**src/rtl/i2c_target_rx_pkg.sv**
```systemverilog
// Shared definitions for the 7-bit-address I2C target receiver: FSM states
// and bus-level constants.
package i2c_target_rx_pkg;

  typedef enum logic [2:0] {
    ST_IDLE,
    ST_ADDR,
    ST_ADDR_ACK,
    ST_WR,
    ST_WR_ACK,
    ST_RD,
    ST_RD_ACK,
    ST_WAIT_STOP
  } i2c_state_e;

  localparam logic       I2C_ACK           = 1'b0;
  localparam logic       I2C_NACK          = 1'b1;
  localparam logic       I2C_RW_READ       = 1'b1;
  localparam logic [3:0] I2C_BITS_PER_BYTE = 4'd8;

endpackage

```
**src/rtl/i2c_line_sync.sv**
```systemverilog
// Two-flop synchronizer plus edge detector for one I2C line.
// Optional 3-sample majority filter when I2C_TARGET_GLITCH_FILTER_EN is defined.
module i2c_line_sync (
  input  logic clk,
  input  logic reset,
  input  logic line_in,
  output logic level,
  output logic rise,
  output logic fall
);

  logic [1:0] sync_q;
  logic       filt_in;
  logic       level_d;

  // Idle bus is high, so everything resets to 1 to avoid a false edge.
  always_ff @(posedge clk or negedge reset) begin
    if (!reset) sync_q <= '1;
    else        sync_q <= {sync_q[0], line_in};
  end

`ifdef I2C_TARGET_GLITCH_FILTER_EN
  logic [2:0] hist_q;
  logic       maj_q;

  always_ff @(posedge clk or negedge reset) begin
    if (!reset) begin
      hist_q <= '1;
      maj_q  <= 1'b1;
    end else begin
      hist_q <= {hist_q[1:0], sync_q[1]};
      maj_q  <= (hist_q[0] & hist_q[1]) | (hist_q[0] & hist_q[2]) |
                (hist_q[1] & hist_q[2]);
    end
  end

  assign filt_in = maj_q;
`else
  assign filt_in = sync_q[1];
`endif

  always_ff @(posedge clk or negedge reset) begin
    if (!reset) begin
      level   <= 1'b1;
      level_d <= 1'b1;
    end else begin
      level   <= filt_in;
      level_d <= level;
    end
  end

  assign rise = level & ~level_d;
  assign fall = ~level & level_d;

endmodule

```
**src/rtl/i2c_target_rx.sv**
```systemverilog
// 7-bit-address I2C target: START/STOP detection, address match, ACK,
// write-byte delivery and read-byte shifting. Glitch filter: I2C_TARGET_GLITCH_FILTER_EN.
module i2c_target_rx #(
  parameter logic [6:0] TARGET_ADDR = 7'h50
) (
  input  logic       clk,
  input  logic       reset,
  input  logic       scl_in,
  input  logic       sda_in,
  output logic       sda_oe,
  output logic [7:0] rx_data,
  output logic       rx_valid,
  output logic       tx_req,
  input  logic [7:0] tx_data,
  output logic       busy,
  output logic       nack_det
);

  import i2c_target_rx_pkg::*;

  logic scl_lvl, scl_rise, scl_fall;
  logic sda_lvl, sda_rise, sda_fall;
  logic start_det, stop_det;

  i2c_line_sync u_scl_sync (
    .clk     (clk),
    .reset   (reset),
    .line_in (scl_in),
    .level   (scl_lvl),
    .rise    (scl_rise),
    .fall    (scl_fall)
  );

  i2c_line_sync u_sda_sync (
    .clk     (clk),
    .reset   (reset),
    .line_in (sda_in),
    .level   (sda_lvl),
    .rise    (sda_rise),
    .fall    (sda_fall)
  );

  assign start_det = sda_fall & scl_lvl;
  assign stop_det  = sda_rise & scl_lvl;

  i2c_state_e state_q, state_n;
  logic [3:0] bit_cnt_q, bit_cnt_n, bit_cnt_inc;
  logic [7:0] shift_q, shift_n, shift_in;
  logic       rw_q, rw_n;
  logic       hold_q, hold_n;
  logic       sda_oe_n, rx_valid_n, tx_req_n, busy_n, nack_n;
  logic [7:0] rx_data_n;

  always_ff @(posedge clk or negedge reset) begin
    if (!reset) begin
      state_q   <= ST_IDLE;
      bit_cnt_q <= '0;
      shift_q   <= '0;
      rw_q      <= 1'b0;
      hold_q    <= 1'b0;
      sda_oe    <= 1'b0;
      rx_data   <= '0;
      rx_valid  <= 1'b0;
      tx_req    <= 1'b0;
      busy      <= 1'b0;
      nack_det  <= 1'b0;
    end else begin
      state_q   <= state_n;
      bit_cnt_q <= bit_cnt_n;
      shift_q   <= shift_n;
      rw_q      <= rw_n;
      hold_q    <= hold_n;
      sda_oe    <= sda_oe_n;
      rx_data   <= rx_data_n;
      rx_valid  <= rx_valid_n;
      tx_req    <= tx_req_n;
      busy      <= busy_n;
      nack_det  <= nack_n;
    end
  end

  always_comb begin
    state_n     = state_q;
    bit_cnt_n   = bit_cnt_q;
    shift_n     = shift_q;
    rw_n        = rw_q;
    hold_n      = hold_q;
    sda_oe_n    = sda_oe;
    rx_data_n   = rx_data;
    rx_valid_n  = 1'b0;
    tx_req_n    = 1'b0;
    busy_n      = busy;
    nack_n      = 1'b0;
    bit_cnt_inc = bit_cnt_q + 4'd1;
    shift_in    = {shift_q[6:0], sda_lvl};

    case (state_q)
      ST_IDLE: ;

      ST_ADDR: begin
        if (scl_rise) begin
          shift_n = shift_in;
          if (bit_cnt_inc == I2C_BITS_PER_BYTE) begin
            bit_cnt_n = '0;
            hold_n    = 1'b0;
            if (shift_in[7:1] == TARGET_ADDR) begin
              state_n = ST_ADDR_ACK;
              rw_n    = shift_in[0];
              busy_n  = 1'b1;
            end else begin
              state_n = ST_WAIT_STOP;
            end
          end else begin
            bit_cnt_n = bit_cnt_inc;
          end
        end
      end

      // hold_q marks that the ACK is on the bus; the second SCL fall ends it.
      ST_ADDR_ACK, ST_WR_ACK: begin
        if (scl_fall) begin
          if (!hold_q) begin
            hold_n   = 1'b1;
            sda_oe_n = ~I2C_ACK;
          end else begin
            hold_n    = 1'b0;
            sda_oe_n  = 1'b0;
            bit_cnt_n = '0;
            if (state_q == ST_ADDR_ACK && rw_q == I2C_RW_READ) begin
              tx_req_n = 1'b1;
              state_n  = ST_RD;
            end else begin
              state_n  = ST_WR;
            end
          end
        end
      end

      ST_WR: begin
        if (scl_rise) begin
          shift_n = shift_in;
          if (bit_cnt_inc == I2C_BITS_PER_BYTE) begin
            rx_data_n  = shift_in;
            rx_valid_n = 1'b1;
            bit_cnt_n  = '0;
            hold_n     = 1'b0;
            state_n    = ST_WR_ACK;
          end else begin
            bit_cnt_n  = bit_cnt_inc;
          end
        end
      end

      // The cycle tx_req is high is the load cycle for the fabric byte.
      ST_RD: begin
        if (tx_req) begin
          shift_n   = tx_data;
          sda_oe_n  = ~tx_data[7];
          bit_cnt_n = '0;
        end else if (scl_fall) begin
          if (bit_cnt_inc == I2C_BITS_PER_BYTE) begin
            sda_oe_n  = 1'b0;
            bit_cnt_n = '0;
            hold_n    = 1'b0;
            state_n   = ST_RD_ACK;
          end else begin
            bit_cnt_n = bit_cnt_inc;
            shift_n   = {shift_q[6:0], 1'b0};
            sda_oe_n  = ~shift_q[6];
          end
        end
      end

      ST_RD_ACK: begin
        if (scl_rise) begin
          if (sda_lvl == I2C_NACK) begin
            nack_n  = 1'b1;
            state_n = ST_WAIT_STOP;
          end else begin
            hold_n  = 1'b1;
          end
        end else if (scl_fall && hold_q) begin
          hold_n   = 1'b0;
          tx_req_n = 1'b1;
          state_n  = ST_RD;
        end
      end

      ST_WAIT_STOP: ;

      default: state_n = ST_IDLE;
    endcase

    // START/STOP take priority over anything decided above, including byte completion.
    if (start_det || stop_det) begin
      state_n    = start_det ? ST_ADDR : ST_IDLE;
      bit_cnt_n  = '0;
      hold_n     = 1'b0;
      sda_oe_n   = 1'b0;
      busy_n     = 1'b0;
      rx_valid_n = 1'b0;
      tx_req_n   = 1'b0;
      nack_n     = 1'b0;
      rx_data_n  = rx_data;
    end
  end

endmodule

```
**config.mk**
```make
export PLATFORM = sky130hd
export DESIGN_NAME = i2c_target_rx
export DESIGN_NICKNAME = d
export VERILOG_FILES = /design/src/rtl/i2c_target_rx_pkg.sv /design/src/rtl/i2c_line_sync.sv /design/src/rtl/i2c_target_rx.sv
export SDC_FILE = /design/constraint.sdc
export NUM_CORES = 1
export LEC_CHECK = 0
export ABC_AREA = 1
export CORE_UTILIZATION = 48
export DETAILED_ROUTE_END_ITERATION = 12
export PLACE_DENSITY_LB_ADDON = 0.25
export SLEW_MARGIN = 20
export SYNTH_ARGS = -nofsm -noshare
export SYNTH_HDL_FRONTEND = slang
export SYNTH_SLANG_ARGS = --single-unit
```
**constraint.sdc**
```tcl
create_clock -name clk -period 1.62 [get_ports clk]
set_input_delay 0.324 -clock clk [delete_from_list [all_inputs] [get_ports clk]]
set_output_delay 0.324 -clock clk [all_outputs]
set_load 0.01 [all_outputs]
```
==> Word level (Yosys, flattened, before mapping) <==
Cells that the tools add are included.
{ "word_totals": {"regBits": 37, "inputBits": 12, "out_inout_bits": 13, "wordCells": 144} }
{ "op_classes": {"addsub": 1, "n_eq_ne": 25, "mux": 66, "bitwise_logic": 13, "reduce_logical": 22} }
{ "ops": {"columns": ["operator", "n"], "rows": [
  ["$mux W3", 15],
  ["$mux W1", 34],
  ["$ne A3 B3 Y1 const B", 11],
  ["$mux W4", 7],
  ["$mux W7", 4],
  ["$reduce_and A4 Y1", 4],
  ["$pmux W3 S5", 1],
  ["$pmux W7 S2", 1],
  ["$ne A4 B4 Y1 const B", 3],
  ["$pmux W4 S3", 1],
  ["$reduce_and A12 Y1", 1],
  ["$reduce_bool A2 Y1", 5],
  ["$eq A3 B3 Y1 const B", 3],
  ["$eq A7 B7 Y1 const B", 1],
  ["$not A1 Y1", 7],
  ["$reduce_and A7 Y1", 1],
  ["$and A1 B1 Y1", 6],
  ["$eq A3 B2 Y1 const B", 2],
  ["$reduce_bool A6 Y1", 1],
  ["$reduce_and A5 Y1", 1],
  ["$reduce_bool A5 Y1", 1],
  ["$add A4 B1 Y4 const B", 1],
  ["$eq A4 B4 Y1 const B", 1],
  ["$ne A4 B3 Y1 const B", 1],
  ["11 further kinds", 14]
]} }

==> Longest topological paths before layout <==
Gate-level depths: netlist (run 1).
{ "logic_depth": {"depth_word": 7, "depth_mapped": 11, "ltp_nobuf": 11} }

==> Hierarchy <==
From an unflattened synthesis (run 1), not the netlist that was laid out.
{ "hier_totals": {"cells_unflattened": 265, "area_unflattened_um2": 1989.4} }
{ "by_module_without_submodules": {"columns": ["mod", "instances", "cells_each", "area_per_inst_um2", "seq_area_each_um2"], "rows": [
  ["i2c_target_rx", 1, 249, 1749.2, 725.7],
  ["i2c_line_sync", 2, 8, 120.1, 105.1]
]} }

==> Least setup slack after synthesis (run 1) <==
Ideal clock, no wire load.
{ "synth_timing": {"path_kind": "reg2reg", "startpoint": "register u_sda_sync.level", "endpoint": "register state_q[2]", "setup_ns": 0.117, "arrival_time_ns": 1.368, "required_ns": 1.503, "slack_ns": 0.135, "path_stages_with_launch": 11, "n_path_buf": 1, "period_less_slack_ns": 1.485, "path_cell_list": "dfstp_2 nand2_1 nand2_1 nand2_2 buf_6 nand3_1 nand3_2 nor2_2 nand2_2 nand2_1 nand2_1"} }
{ "synth_between": {"elab_chain_cells": 6, "word_cells_on_any_way": 20, "cone_classes": "11 x eq/ne; 1 x mux; 5 x bitwise; 3 x reduce/logical"} }
{ "synth_rtl": {"columns": ["item", "line", "text"], "rows": [
  ["start: declaration", "i2c_line_sync.sv:7", "output logic level,"],
  ["start signal: assignment", "i2c_line_sync.sv:47", "level <= filt_in;"],
  ["$not A1 Y1", "i2c_line_sync.sv:53", "assign fall = ~level & level_d;"],
  ["$and A1 B1 Y1", "i2c_line_sync.sv:53", null],
  ["$and A1 B1 Y1", "i2c_target_rx.sv:43", "assign start_det = sda_fall & scl_lvl;"],
  ["$logic_or A1 B1 Y1", "i2c_target_rx.sv:195", "if (start_det || stop_det) begin"],
  ["$ne A4 B3 Y1 (no line) (tied with other cells)", null, null],
  ["$reduce_and A12 Y1 (no line)", null, null],
  ["end signal: assignment", "i2c_target_rx.sv:68", "state_q <= state_n;"],
  ["end: declaration", "i2c_target_rx.sv:46", "i2c_state_e state_q, state_n;"]
]} }
Parallel ways exist; a longest one is shown, timed or not.
A chain may end at the register's enable or synchronous reset.

==> Worst setup path in the final report (run 1) <==
{ "layout_timing": {"startpoint": "register u_scl_sync.level", "endpoint": "register state_q[1]"} }
{ "layout_between": {"elab_chain_cells": 5, "word_cells_on_any_way": 23, "cone_classes": "11 x eq/ne; 3 x mux; 5 x bitwise; 4 x reduce/logical"} }
{ "layout_rtl": {"columns": ["item", "line", "text"], "rows": [
  ["start: declaration", "i2c_line_sync.sv:7", null],
  ["start signal: assignment", "i2c_line_sync.sv:47", null],
  ["$not A1 Y1", "i2c_line_sync.sv:53", null],
  ["$and A1 B1 Y1", "i2c_line_sync.sv:53", null],
  ["$logic_and A1 B1 Y1", "i2c_target_rx.sv:182", "end else if (scl_fall && hold_q) begin"],
  ["$ne A4 B4 Y1 (no line)", null, null],
  ["$reduce_and A12 Y1 (no line)", null, null]
]} }
Parallel ways exist; a longest one is shown, timed or not.

==> results of run 1 <==
## cells by family (layout without fill, tap and decap cells)
group                    count (synthesis)  after routing  share of synthesized area (%)
flip-flops                              37             37                           45.7
buffers and inverters                   33             84                           7.58
AO/OA/AOI/OAI                           30             30                           9.91
multiplexers                             6              6                           2.94
adder cells (fa/ha/maj)                  1              1                          0.612
AND/OR/NAND/NOR                        140            141                           33.2
## area by class of cell
| type | count | share of cell area, % |
|---|---|---|
| clock buffers | 5 | 2.49 |
| clock inverters | 3 | 0.816 |
| inverters | 29 | 4.22 |
| multi-input cells | 178 | 40.4 |
| flip-flops and latches | 37 | 34.1 |
| well taps | 50 | 2.27 |
| repair buffers | 47 | 15.7 |
## power breakdown
part,total (mW),switching (mW),internal [mW]
registers,1.32,0.206,1.11
logic,2.08,1.31,0.774
clock network,0.669,0.363,0.305
total,4.07,1.88,2.19
## repair_timing
| action | CTS | global route |
|---|---|---|
| setup buffers | 0 | 8 |
| endpoints found under the setup margin | 5 | 24 |
| resized for setup | 1 | 49 |
| hold buffers | 1 | 0 |
| gates cloned | 0 | 1 |
| pin swaps | 1 | 8 |
| endpoints found under the hold margin | 7 | 0 |
## Yosys cell counts, drive strengths merged
cell type,instances
ha,1
a22oi,1
a21oi,9
dfstp,8
a21o,1
buf,4
inv,29
nor2,24
mux2i,6
nand4,6
a21boi,1
nand2,79
nand3b,2
dfrtp,29
o21ai,18
nor3,1
nand3,28
## critical path, stage by stage, from the launching register on
cell	delay, ns
sky130_fd_sc_hd__dfstp_2	0.66
sky130_fd_sc_hd__inv_2	0.09
sky130_fd_sc_hd__nor2_4	0.16
sky130_fd_sc_hd__nor2_2	0.08
sky130_fd_sc_hd__nand3_1	0.12
sky130_fd_sc_hd__nand3_2	0.11
sky130_fd_sc_hd__nor2_4	0.15
sky130_fd_sc_hd__nand2_2	0.07
sky130_fd_sc_hd__nand2_1	0.06
sky130_fd_sc_hd__nand2_1	0.05
## state kept, by name (all words and copies together), names as in the netlist
| signal | cells |
|---|---|
| rx_data | 8 |
| shift_q | 7 |
| bit_cnt_q | 4 |
| state_q | 3 |
| u_scl_sync.sync_q | 2 |
| u_sda_sync.sync_q | 2 |
| busy | 1 |
| hold_q | 1 |
| nack_det | 1 |
| rw_q | 1 |
| rx_valid | 1 |
| sda_oe | 1 |
| tx_req | 1 |
| u_scl_sync.level | 1 |
| u_scl_sync.level_d | 1 |
| u_sda_sync.level | 1 |
| u_sda_sync.level_d | 1 |
## per-stage QoR
step	setup TNS, ns	hold WS (ns)	utilization [%]	worst slack [ns]	power (mW)
after floorplan	0	0.0284	-	0.135	2.69
after global placement	-0.00397	0.265	59.6	-0.00397	3.06
after detailed placement	-0.00230	0.271	59.6	-0.00119	3.08
after CTS	-0.00561	0.360	62.3	-0.00499	3.78
after global routing	-0.735	0.362	68.0	-0.103	4.37
final	-0.0821	0.360	68.0	-0.0337	4.07
## cell usage in the layout (no fill, tap or decap), types with 7 or more instances in the layout
cell type,Yosys,layout
sky130_fd_sc_hd__nor2_4,1,8
sky130_fd_sc_hd__nor2_1,20,14
sky130_fd_sc_hd__nand2_1,67,58
sky130_fd_sc_hd__o21ai_2,7,7
sky130_fd_sc_hd__dfrtp_1,29,26
sky130_fd_sc_hd__dfstp_2,8,8
sky130_fd_sc_hd__o21ai_0,9,8
sky130_fd_sc_hd__inv_1,22,17
sky130_fd_sc_hd__a21oi_1,7,7
sky130_fd_sc_hd__inv_2,5,10
sky130_fd_sc_hd__clkdlybuf4s50_1,0,23
sky130_fd_sc_hd__nand2_2,11,17
sky130_fd_sc_hd__buf_4,1,18
sky130_fd_sc_hd__nand3_1,26,20
## how the worst min path moves through the flow
stage	slack (ns)	to	cells past startpoint	start
6_report	0.36	u_sda_sync.sync_q[1]	0	u_sda_sync.sync_q[0]
3_3_place_gp	0.26	bit_cnt_q[0]	1	reset
2_1_floorplan	0.03	bit_cnt_q[0]	0	reset
4_1_cts	0.36	u_sda_sync.sync_q[1]	0	u_sda_sync.sync_q[0]
5_1_grt	0.36	u_sda_sync.sync_q[1]	0	u_sda_sync.sync_q[0]
3_5_place_dp	0.27	bit_cnt_q[0]	1	reset
## metal layers
metal / global-route usage (%) / share of wire [%]
met1: 33.3 / 47
met2: 29.6 / 45
met3: 5.07 / 4.4
met4: 8.78 / 3.1
met5: 0 / 0
==> impl_metrics.xml, run 1 <==
<?xml version="1.0" encoding="UTF-8"?>
<metrics>
  <group name="die">
    <metric name="chipWidth" unit="um">67.3</metric>
    <metric name="dieArea" unit="mm2">0.00453</metric>
    <metric name="rows" unit="">23</metric>
    <metric name="io_count" unit="">25</metric>
    <metric name="total_core_area" unit="mm2">0.00406</metric>
    <metric name="die_y" unit="um">67.3</metric>
    <metric name="initial_standard_cell_utilization_of_the_core" unit="%">50.4</metric>
  </group>
  <group name="grt">
    <metric name="grt_antenna_before_repair" unit="">0</metric>
    <metric name="grtUsageTotal" unit="%">22.0</metric>
    <metric name="grt_start_max_net_pins" unit="">23</metric>
    <metric name="vias_in_the_first_global_route" unit="">1496</metric>
    <metric name="grt-ovfl-total" unit="">0</metric>
    <metric name="grt_pass1_wl" unit="um">7180</metric>
  </group>
  <group name="critical_path">
    <metric name="setup.worst_path.start" unit="">u_scl_sync.level</metric>
    <metric name="startpoint_type" unit="">register</metric>
    <metric name="crit-reg2reg-capture" unit="">state_q[1]</metric>
    <metric name="worstPathMaxFanout" unit="">7</metric>
    <metric name="reg2reg_launch_point" unit="">u_scl_sync.level</metric>
    <metric name="cp-endpoint" unit="">state_q[1]</metric>
    <metric name="critPathRequiredTime" unit="ns">1.81</metric>
    <metric name="critPathKind" unit="">register to register</metric>
    <metric name="r2r_cells" unit="">9</metric>
    <metric name="reg2reg_slack" unit="ns">-0.03</metric>
    <metric name="worst_ep_arrival_time" unit="ns">1.84</metric>
    <metric name="timing.critical_path.to_type" unit="">register</metric>
  </group>
  <group name="sta">
    <metric name="final-setup-viol-count" unit="">3</metric>
    <metric name="worst-slew-pin-transition" unit="ns">0.398</metric>
    <metric name="timing.final.max_slew_violations" unit="">0</metric>
    <metric name="finalCritPeriodShare" unit="%">102</metric>
    <metric name="total_count_of_hold_check_failures_in_the_final_report" unit="">0</metric>
    <metric name="timing.final.ws_setup" unit="ns">-0.0337</metric>
    <metric name="final.min_clock_period" unit="ns">1.65</metric>
    <metric name="worst_clock_skew" unit="ns">0.0115</metric>
    <metric name="relSlewSlack" unit="%">73.4</metric>
    <metric name="fmax" unit="GHz">0.605</metric>
    <metric name="rsz0062_at_grt" unit="">true</metric>
  </group>
  <group name="place">
    <metric name="io_buffer_count" unit="">24</metric>
    <metric name="place_congestion" unit="">0.886</metric>
    <metric name="dp.cells" unit="">331</metric>
    <metric name="detailedPlacementHpwl" unit="um">3400</metric>
    <metric name="postPlaceCellArea" unit="mm2">0.00242</metric>
  </group>
  <group name="finish">
    <metric name="diodes" unit="">0</metric>
    <metric name="num-nets-final" unit="">311</metric>
    <metric name="ff_latch_area" unit="um2">940</metric>
    <metric name="finalInstanceArea" unit="mm2">0.00276</metric>
    <metric name="layout-area-overhead-vs-synth" unit="%">34.9</metric>
    <metric name="final_cell_count_no_fill" unit="">349</metric>
    <metric name="area_of_the_multi_input_gates" unit="mm2">0.00111</metric>
    <metric name="layout_fillers" unit="">322</metric>
    <metric name="layout_cell_share_with_drive_strength_beyond_1" unit="%">36.1</metric>
  </group>
  <group name="synthesis">
    <metric name="netlist_top_cells_area" unit="">sky130_fd_sc_hd__dfrtp_1 (35%), sky130_fd_sc_hd__nand2_1 (12%), sky130_fd_sc_hd__dfstp_2 (10%)</metric>
    <metric name="syn_area_per_cell" unit="um2">8.28</metric>
    <metric name="ys.warnings.count" unit="">0</metric>
    <metric name="synth_cells" unit="">247</metric>
    <metric name="synth.lib_cells_used.distinct" unit="">32</metric>
    <metric name="yosys.area.top_type_share" unit="%">35.5</metric>
    <metric name="synth_seq_area_share" unit="%">45.7</metric>
    <metric name="yosys_register_bits" unit="">37</metric>
    <metric name="syn-cell-area" unit="mm2">0.00205</metric>
    <metric name="yosys.area.top_type" unit="">sky130_fd_sc_hd__dfrtp_1</metric>
    <metric name="synth_fp_nets" unit="">260</metric>
  </group>
  <group name="route">
    <metric name="wl" unit="um">5080</metric>
    <metric name="viasPerCell" unit="">5.26</metric>
    <metric name="wl_per_cell" unit="um">14.6</metric>
    <metric name="drc" unit="">0</metric>
    <metric name="number_of_antenna_violating_nets_in_the_routed_design" unit="">0</metric>
    <metric name="number_of_drc_violations_after_detailed_routing_iteration_0" unit="">137</metric>
    <metric name="detailroute.via_count" unit="">1837</metric>
    <metric name="drt_first_pass_iters" unit="">4</metric>
  </group>
  <group name="power">
    <metric name="power.ir.vdd_worst" unit="V">0.000726</metric>
    <metric name="power_leakage" unit="nW">1.32</metric>
    <metric name="power_per_cell_area" unit="mW/mm2">1480</metric>
  </group>
  <group name="cts">
    <metric name="worst_setup_hold_path_clk_slew" unit="ns">0.08</metric>
    <metric name="cts_buffers" unit="">5</metric>
    <metric name="cts_tree" unit="">yes</metric>
    <metric name="cts_root_buffer" unit="">sky130_fd_sc_hd__clkbuf_8</metric>
    <metric name="ctsLongestPathBuffers" unit="">2</metric>
    <metric name="cts.htree.levels" unit="">2</metric>
    <metric name="clkLatencyLatePin" unit="ns">0.30</metric>
    <metric name="clock_sinks" unit="">37</metric>
  </group>
  <group name="outcome">
    <metric name="run_status" unit="">finished with violations</metric>
    <metric name="failing_checks" unit="">setup timing</metric>
  </group>
  <group name="run">
    <metric name="drv_cap" unit="">0</metric>
  </group>
  <group name="worst_hold_path">
    <metric name="hold_class" unit="">register to register</metric>
  </group>
</metrics>
No activity file was read; power rests on OpenSTA's default activity.
==> run 2: changes to the inputs <==
--- a/config.mk
+++ b/config.mk
@@ -6,9 +6,12 @@
 export NUM_CORES = 1
 export LEC_CHECK = 0
 export ABC_AREA = 1
+export CAP_MARGIN = 15
 export CORE_UTILIZATION = 48
 export DETAILED_ROUTE_END_ITERATION = 12
+export GPL_TIMING_DRIVEN = 0
 export PLACE_DENSITY_LB_ADDON = 0.25
+export SETUP_SLACK_MARGIN = 0.1
 export SLEW_MARGIN = 20
 export SYNTH_ARGS = -nofsm -noshare
 export SYNTH_HDL_FRONTEND = slang
==> run 2 against run 1 <==
The run now ends clean; clock skew decreased by 0.0074 ns; cell area increased by 1.8%; first-iteration DRC count decreased by 12%; via count increased by 3.0%; wire length increased by 1.9%; total power increased by 4.8%; count of clock-buffer cells in the layout unchanged; combinational power increased by 10%; global-route usage increased by 3.0 points; clock power increased by 1%; non-clock buffer count increased by 3; worst hold slack got worse by 0.0020 ns; critical path type unchanged; highest routed layer unchanged.
==> impl_metrics.xml, run 2 (same netlist as run 1, synthesis figures left out) <==
<?xml version="1.0" encoding="UTF-8"?>
<metrics>
  <group name="critical_path">
    <metric name="worstPathMaxFanout" unit="">5</metric>
    <metric name="critPathKind" unit="">register to register</metric>
    <metric name="path_cells" unit="">inv_4, nand2_2, nand2_2, nand2_2, buf_4, nand2_1, a21boi_4, buf_6, nand3_1, nand2_1</metric>
    <metric name="critPathRequiredTime" unit="ns">1.81</metric>
    <metric name="timing.critical_path.to_type" unit="">register</metric>
    <metric name="worst_ep_arrival_time" unit="ns">1.80</metric>
    <metric name="startpoint_type" unit="">register</metric>
    <metric name="slowest_delay" unit="ns">0.61</metric>
    <metric name="cp.buffers_inverters" unit="">3</metric>
    <metric name="most_frequent_cell_on_critical_path" unit="">sky130_fd_sc_hd__nand2_2</metric>
    <metric name="cell_type_of_the_slowest_stage_on_the_worst_timing_path" unit="">sky130_fd_sc_hd__dfstp_2</metric>
    <metric name="critical_path.top_delay_family" unit="">flip-flops</metric>
    <metric name="cp_num_cells" unit="">10</metric>
    <metric name="r2r_cells" unit="">10</metric>
  </group>
  <group name="sta">
    <metric name="finalCritPeriodShare" unit="%">99.0</metric>
    <metric name="timing.final.ws_setup" unit="ns">0.0155</metric>
    <metric name="rsz0062_at_grt" unit="">true</metric>
    <metric name="final-setup-viol-count" unit="">0</metric>
    <metric name="timing.final.max_slew_violations" unit="">0</metric>
    <metric name="worst_clock_skew" unit="ns">0.00404</metric>
    <metric name="total_count_of_hold_check_failures_in_the_final_report" unit="">0</metric>
    <metric name="relSlewSlack" unit="%">81.8</metric>
    <metric name="final.min_clock_period" unit="ns">1.60</metric>
    <metric name="fmax" unit="GHz">0.623</metric>
    <metric name="worst-slew-pin-transition" unit="ns">0.272</metric>
  </group>
  <group name="finish">
    <metric name="largest_register_ff_count" unit="">8</metric>
    <metric name="layout_common_cells" unit="">sky130_fd_sc_hd__nand2_1 (61), sky130_fd_sc_hd__dfrtp_1 (27), sky130_fd_sc_hd__nand3_1 (20)</metric>
    <metric name="biggestRegsByFlops" unit="">rx_data (8), shift_q (7), bit_cnt_q (4)</metric>
    <metric name="layout_cell_share_with_drive_strength_beyond_1" unit="%">35.2</metric>
    <metric name="largest_register" unit="">rx_data</metric>
    <metric name="finalCoreUtilization" unit="%">69.2</metric>
    <metric name="num-nets-final" unit="">313</metric>
    <metric name="layout_fillers" unit="">310</metric>
    <metric name="diodes" unit="">0</metric>
    <metric name="layout-area-overhead-vs-synth" unit="%">37.3</metric>
    <metric name="mostFrequentLayoutCell" unit="">sky130_fd_sc_hd__nand2_1</metric>
  </group>
  <group name="outcome">
    <metric name="run_status" unit="">finished clean</metric>
  </group>
  <group name="route">
    <metric name="viasPerCell" unit="">5.39</metric>
    <metric name="wl_per_cell" unit="um">14.7</metric>
    <metric name="wl" unit="um">5180</metric>
    <metric name="drt_first_pass_iters" unit="">4</metric>
    <metric name="number_of_antenna_violating_nets_in_the_routed_design" unit="">0</metric>
    <metric name="detailroute.via_count" unit="">1892</metric>
    <metric name="number_of_drc_violations_after_detailed_routing_iteration_0" unit="">121</metric>
    <metric name="drc" unit="">0</metric>
  </group>
  <group name="grt">
    <metric name="vias_in_the_first_global_route" unit="">1736</metric>
    <metric name="grt-ovfl-total" unit="">0</metric>
    <metric name="grtUsageMet3" unit="%">5.24</metric>
    <metric name="grtUsageTotal" unit="%">25.0</metric>
    <metric name="grt_antenna_before_repair" unit="">0</metric>
    <metric name="gr-usage-met1" unit="%">33.2</metric>
    <metric name="grt_most_used_layer" unit="">met2</metric>
    <metric name="grt_pass1_wl" unit="um">8280</metric>
    <metric name="groute.layer.met2.usage" unit="%">40.0</metric>
    <metric name="grt_start_max_net_pins" unit="">34</metric>
  </group>
  <group name="power">
    <metric name="power_leakage" unit="nW">1.50</metric>
    <metric name="power_per_cell_area" unit="mW/mm2">1520</metric>
    <metric name="power.ir.vdd_worst" unit="V">0.000790</metric>
  </group>
  <group name="cts">
    <metric name="clock_sinks" unit="">37</metric>
    <metric name="cts_root_buffer" unit="">sky130_fd_sc_hd__clkbuf_8</metric>
    <metric name="ctsLongestPathBuffers" unit="">2</metric>
    <metric name="clkLatencyLatePin" unit="ns">0.30</metric>
    <metric name="worst_setup_hold_path_clk_slew" unit="ns">0.08</metric>
    <metric name="cts_tree" unit="">yes</metric>
    <metric name="cts_buffers" unit="">5</metric>
    <metric name="cts.htree.levels" unit="">2</metric>
  </group>
  <group name="place">
    <metric name="detailedPlacementHpwl" unit="um">3280</metric>
    <metric name="place_congestion" unit="">0.889</metric>
    <metric name="dp_worst_setup_slack" unit="ns">-0.147</metric>
    <metric name="io_buffer_count" unit="">24</metric>
  </group>
  <group name="die">
    <metric name="io_count" unit="">25</metric>
    <metric name="die_y" unit="um">67.3</metric>
    <metric name="chipWidth" unit="um">67.3</metric>
    <metric name="initial_standard_cell_utilization_of_the_core" unit="%">50.4</metric>
    <metric name="rows" unit="">23</metric>
    <metric name="dieArea" unit="mm2">0.00453</metric>
    <metric name="total_core_area" unit="mm2">0.00406</metric>
  </group>
  <group name="worst_hold_path">
    <metric name="hold_class" unit="">register to register</metric>
    <metric name="cells_on_worst_hold_path" unit="">0</metric>
  </group>
  <group name="run">
    <metric name="drv_cap" unit="">0</metric>
  </group>
</metrics>
-- run 2: worst paths after layout --
kind	slack (ns)	end	startpoint
max in group asynchronous	0.76	u_sda_sync.level_d	reset
min in group asynchronous	0.38	hold_q	reset
max reg2reg	0.02	bit_cnt_q[3]	u_sda_sync.level
min reg2reg	0.36	u_scl_sync.level	u_scl_sync.sync_q[1]
max	0.02	bit_cnt_q[3]	u_sda_sync.level
min	0.36	u_scl_sync.level	u_scl_sync.sync_q[1]
-- run 2: repair_timing --
| action | CTS | global route |
|---|---|---|
| setup endpoints to repair | 29 | 33 |
| pin swaps | 10 | 4 |
| resized for setup | 32 | 29 |
| cloned | 1 | 1 |
| hold endpoints to repair | 4 | 0 |
| buffers inserted | 15 | 3 |
| hold buffers | 1 | 0 |
-- run 2: layout make-up --
cell class	count	area [um2]	area share (%)
buffer	4	48.8	1.74
timing repair buffer	46	467	16.6
clock buffer	5	68.8	2.45
clock inverter	3	21.3	0.757
inverter	29	124	4.41
multi-input combinational	177	1080	38.4
sequential	37	938	33.4
tap	50	62.6	2.23
-- run 2: per-layer routing --
layer	part of all wire [%]	wire length, um
met5	0	0
met4	1.4	74
met3	5.4	280
met2	49	2520
met1	44	2300
-- run 2: metrics by stage --
step	setup TNS (ns)	power [mW]	cell area, um2	hold slack (ns)	std cells
2_1_floorplan	0	2.69	2050	0.0284	247
3_5_place_dp	-0.773	3.09	2360	0.166	322
6_report	0	4.27	2810	0.358	351
4_1_cts	0	4.03	2690	0.360	347
5_1_grt	-0.624	4.53	2810	0.367	351
3_3_place_gp	-21.21	3.03	2350	0.346	321
-- run 2: power breakdown --
part	internal (mW)	switching [mW]	total (mW)
Sequential	1.11	0.192	1.30
Combinational	0.933	1.35	2.29
Clock	0.305	0.372	0.678
==> run 3: changes to the inputs <==
--- a/config.mk
+++ b/config.mk
@@ -7,7 +7,9 @@
 export LEC_CHECK = 0
 export ABC_AREA = 1
 export CAP_MARGIN = 15
-export CORE_UTILIZATION = 48
+export CELL_PAD_IN_SITES_DETAIL_PLACEMENT = 0
+export CELL_PAD_IN_SITES_GLOBAL_PLACEMENT = 1
+export CORE_UTILIZATION = 41
 export DETAILED_ROUTE_END_ITERATION = 12
 export GPL_TIMING_DRIVEN = 0
 export PLACE_DENSITY_LB_ADDON = 0.25
==> run 3 against run 2 <==
The run now ends with setup timing left; combinational power rose by 8%; cell area rose by 7.8%; worst hold slack improved by 0.00079 ns; non-clock buffer count rose by 7; wire length fell by 3.2%; clock skew rose by 0.0029 ns; die area rose by 17%; sequential share of layout area fell by 2.4 points; global-route usage fell by 4.9 points; utilization fell by 5.5 points.
==> impl_metrics.xml, run 3 (same netlist as run 1, synthesis figures left out) <==
<?xml version="1.0" encoding="UTF-8"?>
<metrics>
  <group name="outcome">
    <metric name="run_status" unit="">finished with violations</metric>
    <metric name="failing_checks" unit="">setup timing</metric>
  </group>
  <group name="die">
    <metric name="dieArea" unit="mm2">0.00528</metric>
    <metric name="rows" unit="">25</metric>
    <metric name="io_count" unit="">25</metric>
    <metric name="initial_standard_cell_utilization_of_the_core" unit="%">43.0</metric>
    <metric name="chipWidth" unit="um">72.6</metric>
    <metric name="total_core_area" unit="mm2">0.00475</metric>
    <metric name="die_y" unit="um">72.6</metric>
  </group>
  <group name="cts">
    <metric name="clkLatencyLatePin" unit="ns">0.29</metric>
    <metric name="clock_sinks" unit="">37</metric>
    <metric name="cts_root_buffer" unit="">sky130_fd_sc_hd__clkbuf_8</metric>
    <metric name="ctsLongestPathBuffers" unit="">2</metric>
    <metric name="cts_tree" unit="">yes</metric>
    <metric name="cts.htree.levels" unit="">2</metric>
    <metric name="cts_buffers" unit="">5</metric>
    <metric name="worst_setup_hold_path_clk_slew" unit="ns">0.08</metric>
  </group>
  <group name="place">
    <metric name="postPlaceCellArea" unit="mm2">0.00238</metric>
    <metric name="place_congestion" unit="">0.871</metric>
    <metric name="detailedPlacementHpwl" unit="um">3280</metric>
    <metric name="io_buffer_count" unit="">24</metric>
    <metric name="dp.cells" unit="">339</metric>
  </group>
  <group name="power">
    <metric name="power.ir.vdd_worst" unit="V">0.000662</metric>
    <metric name="internal_cell_power" unit="mW">2.62</metric>
    <metric name="power.share.clock" unit="%">18.1</metric>
    <metric name="total_switching_power" unit="mW">1.98</metric>
    <metric name="netSwitchingFraction" unit="%">43.1</metric>
    <metric name="power_per_cell_area" unit="mW/mm2">1520</metric>
    <metric name="power_leakage" unit="nW">1.61</metric>
    <metric name="power.combinational.fraction" unit="%">54.0</metric>
    <metric name="seqPwrFrac" unit="%">28.0</metric>
  </group>
  <group name="sta">
    <metric name="total_count_of_hold_check_failures_in_the_final_report" unit="">0</metric>
    <metric name="final-setup-viol-count" unit="">6</metric>
    <metric name="worst_clock_skew" unit="ns">0.00693</metric>
    <metric name="timing.final.ws_setup" unit="ns">-0.0394</metric>
    <metric name="fmax" unit="GHz">0.603</metric>
    <metric name="finalCritPeriodShare" unit="%">102</metric>
    <metric name="relSlewSlack" unit="%">81.3</metric>
    <metric name="timing.final.max_slew_violations" unit="">0</metric>
    <metric name="rsz0062_at_grt" unit="">true</metric>
    <metric name="worst-slew-pin-transition" unit="ns">0.277</metric>
    <metric name="final.min_clock_period" unit="ns">1.66</metric>
  </group>
  <group name="critical_path">
    <metric name="worstPathMaxFanout" unit="">6</metric>
    <metric name="setup.worst_path.start" unit="">u_sda_sync.level</metric>
    <metric name="timing.critical_path.to_type" unit="">register</metric>
    <metric name="worst_ep_arrival_time" unit="ns">1.85</metric>
    <metric name="reg2reg_launch_point" unit="">u_sda_sync.level</metric>
    <metric name="critPathRequiredTime" unit="ns">1.81</metric>
    <metric name="critPathKind" unit="">register to register</metric>
    <metric name="startpoint_type" unit="">register</metric>
  </group>
  <group name="worst_hold_path">
    <metric name="hold_class" unit="">register to register</metric>
    <metric name="holdCritStartpoint" unit="">u_scl_sync.sync_q[0]</metric>
  </group>
  <group name="grt">
    <metric name="vias_in_the_first_global_route" unit="">1688</metric>
    <metric name="grt_antenna_before_repair" unit="">0</metric>
    <metric name="grt_pass1_wl" unit="um">7910</metric>
    <metric name="grt_start_max_net_pins" unit="">29</metric>
    <metric name="grtUsageTotal" unit="%">20.1</metric>
    <metric name="grt-ovfl-total" unit="">0</metric>
  </group>
  <group name="finish">
    <metric name="finalInstanceArea" unit="mm2">0.00303</metric>
    <metric name="layout_cell_share_with_drive_strength_beyond_1" unit="%">43.2</metric>
    <metric name="mostFrequentLayoutCell" unit="">sky130_fd_sc_hd__nand2_1</metric>
    <metric name="num-nets-final" unit="">320</metric>
    <metric name="layout_common_cells" unit="">sky130_fd_sc_hd__nand2_1 (49), sky130_fd_sc_hd__dfrtp_1 (27), sky130_fd_sc_hd__nand2_2 (24)</metric>
    <metric name="layout-area-overhead-vs-synth" unit="%">48.1</metric>
    <metric name="biggestRegsByFlops" unit="">rx_data (8), shift_q (7), bit_cnt_q (4)</metric>
    <metric name="diodes" unit="">0</metric>
    <metric name="largest_register_ff_count" unit="">8</metric>
    <metric name="final_cell_count_no_fill" unit="">375</metric>
    <metric name="layout_fillers" unit="">423</metric>
    <metric name="largest_register" unit="">rx_data</metric>
  </group>
  <group name="route">
    <metric name="number_of_drc_violations_after_detailed_routing_iteration_0" unit="">74</metric>
    <metric name="wl" unit="um">5010</metric>
    <metric name="number_of_antenna_violating_nets_in_the_routed_design" unit="">0</metric>
    <metric name="wl_per_cell" unit="um">13.4</metric>
    <metric name="drt_first_pass_iters" unit="">4</metric>
    <metric name="detailroute.via_count" unit="">1859</metric>
    <metric name="viasPerCell" unit="">4.96</metric>
    <metric name="drc" unit="">0</metric>
  </group>
  <group name="run">
    <metric name="drv_cap" unit="">0</metric>
  </group>
</metrics>
-- run 3: changes by cell type in the layout (fill, tap and decap cells not counted), moves of 4 or more --
| cell | change |
|---|---|
| sky130_fd_sc_hd__nand2_1 | -12 |
| sky130_fd_sc_hd__nand2_2 | +9 |
| sky130_fd_sc_hd__nand3_1 | -4 |
| sky130_fd_sc_hd__dlygate4sd2_1 | -5 |
| sky130_fd_sc_hd__buf_4 | +5 |
| sky130_fd_sc_hd__o21ai_2 | +6 |
-- run 3: layout make-up --
cell class,count,area [um2],area share (%)
clock buffer,5,68.8,2.27
timing repair buffer,53,544,18.0
clock inverter,3,46.3,1.53
tap,67,83.8,2.77
buffer,4,48.8,1.61
sequential,37,938,31.0
inverter,29,119,3.92
multi-input combinational,177,1180,39.0
-- run 3: layer usage --
metal | track usage, % | vias up | part of all wire, %
met4 | 8.50 | 0 | 1.8
met5 | 0 | - | 0
met2 | 31.7 | 45 | 50
li1 | - | 923 | -
met3 | 4.28 | 7 | 3.5
met1 | 26.9 | 884 | 45
-- run 3: worst paths after layout --
kind,end,slack [ns],depth (start not counted)
setup / recovery,state_q[0],-0.04,11
hold / removal,u_scl_sync.sync_q[1],0.36,0
setup reg to reg,state_q[0],-0.04,11
hold reg to reg,u_scl_sync.sync_q[1],0.36,0
max in group asynchronous,u_sda_sync.level_d,0.70,3
min in group asynchronous,state_q[1],0.42,2
-- run 3: what timing repair did --
item / CTS / global route
pin swaps: 6 / 25
setup endpoints to repair: 26 / 36
gates resized for setup: 27 / 62
hold buffers: 1 / 0
endpoints found under the hold margin: 9 / 0
cloned: 1 / 1
buffers inserted: 16 / 9
-- run 3: power by group through the flow --
| stage | combinational (mW) | sequential [mW] | clock (mW) |
|---|---|---|---|
| detailed placement | 1.77 | 1.31 | 0 |
| global placement | 1.77 | 1.31 | 0 |
| CTS | 2.04 | 1.28 | 0.853 |
| finish | 2.48 | 1.29 | 0.832 |
| global route | 2.72 | 1.31 | 0.888 |
| floorplan | 1.42 | 1.27 | 0 |
-- run 3: worst max-delay path: stages (launching register included) --
cell and delay [ns]:
sky130_fd_sc_hd__dfstp_2 0.61, sky130_fd_sc_hd__inv_2 0.08, sky130_fd_sc_hd__nand2_1 0.07, sky130_fd_sc_hd__nand2_1 0.07, sky130_fd_sc_hd__nand2_2 0.13, sky130_fd_sc_hd__buf_8 0.16
sky130_fd_sc_hd__nand3_2 0.08, sky130_fd_sc_hd__nand3_2 0.09, sky130_fd_sc_hd__nor2_4 0.05, sky130_fd_sc_hd__buf_4 0.13, sky130_fd_sc_hd__nand3_2 0.04, sky130_fd_sc_hd__nand2_1 0.04
-- run 3: metrics by stage --
stage	utilization (%)	hold slack (ns)	worst slack, ns	TNS [ns]	power [mW]
after global routing	63.7	0.362	-0.101	-1.24	4.91
after detailed placement	50.2	0.217	-0.0721	-0.741	3.08
final	63.7	0.358	-0.0394	-0.0712	4.60
after CTS	57.5	0.360	0.0237	0	4.17
after global placement	49.8	0.345	-0.659	-22.34	3.08
after floorplan	-	0.0284	0.135	0	2.69
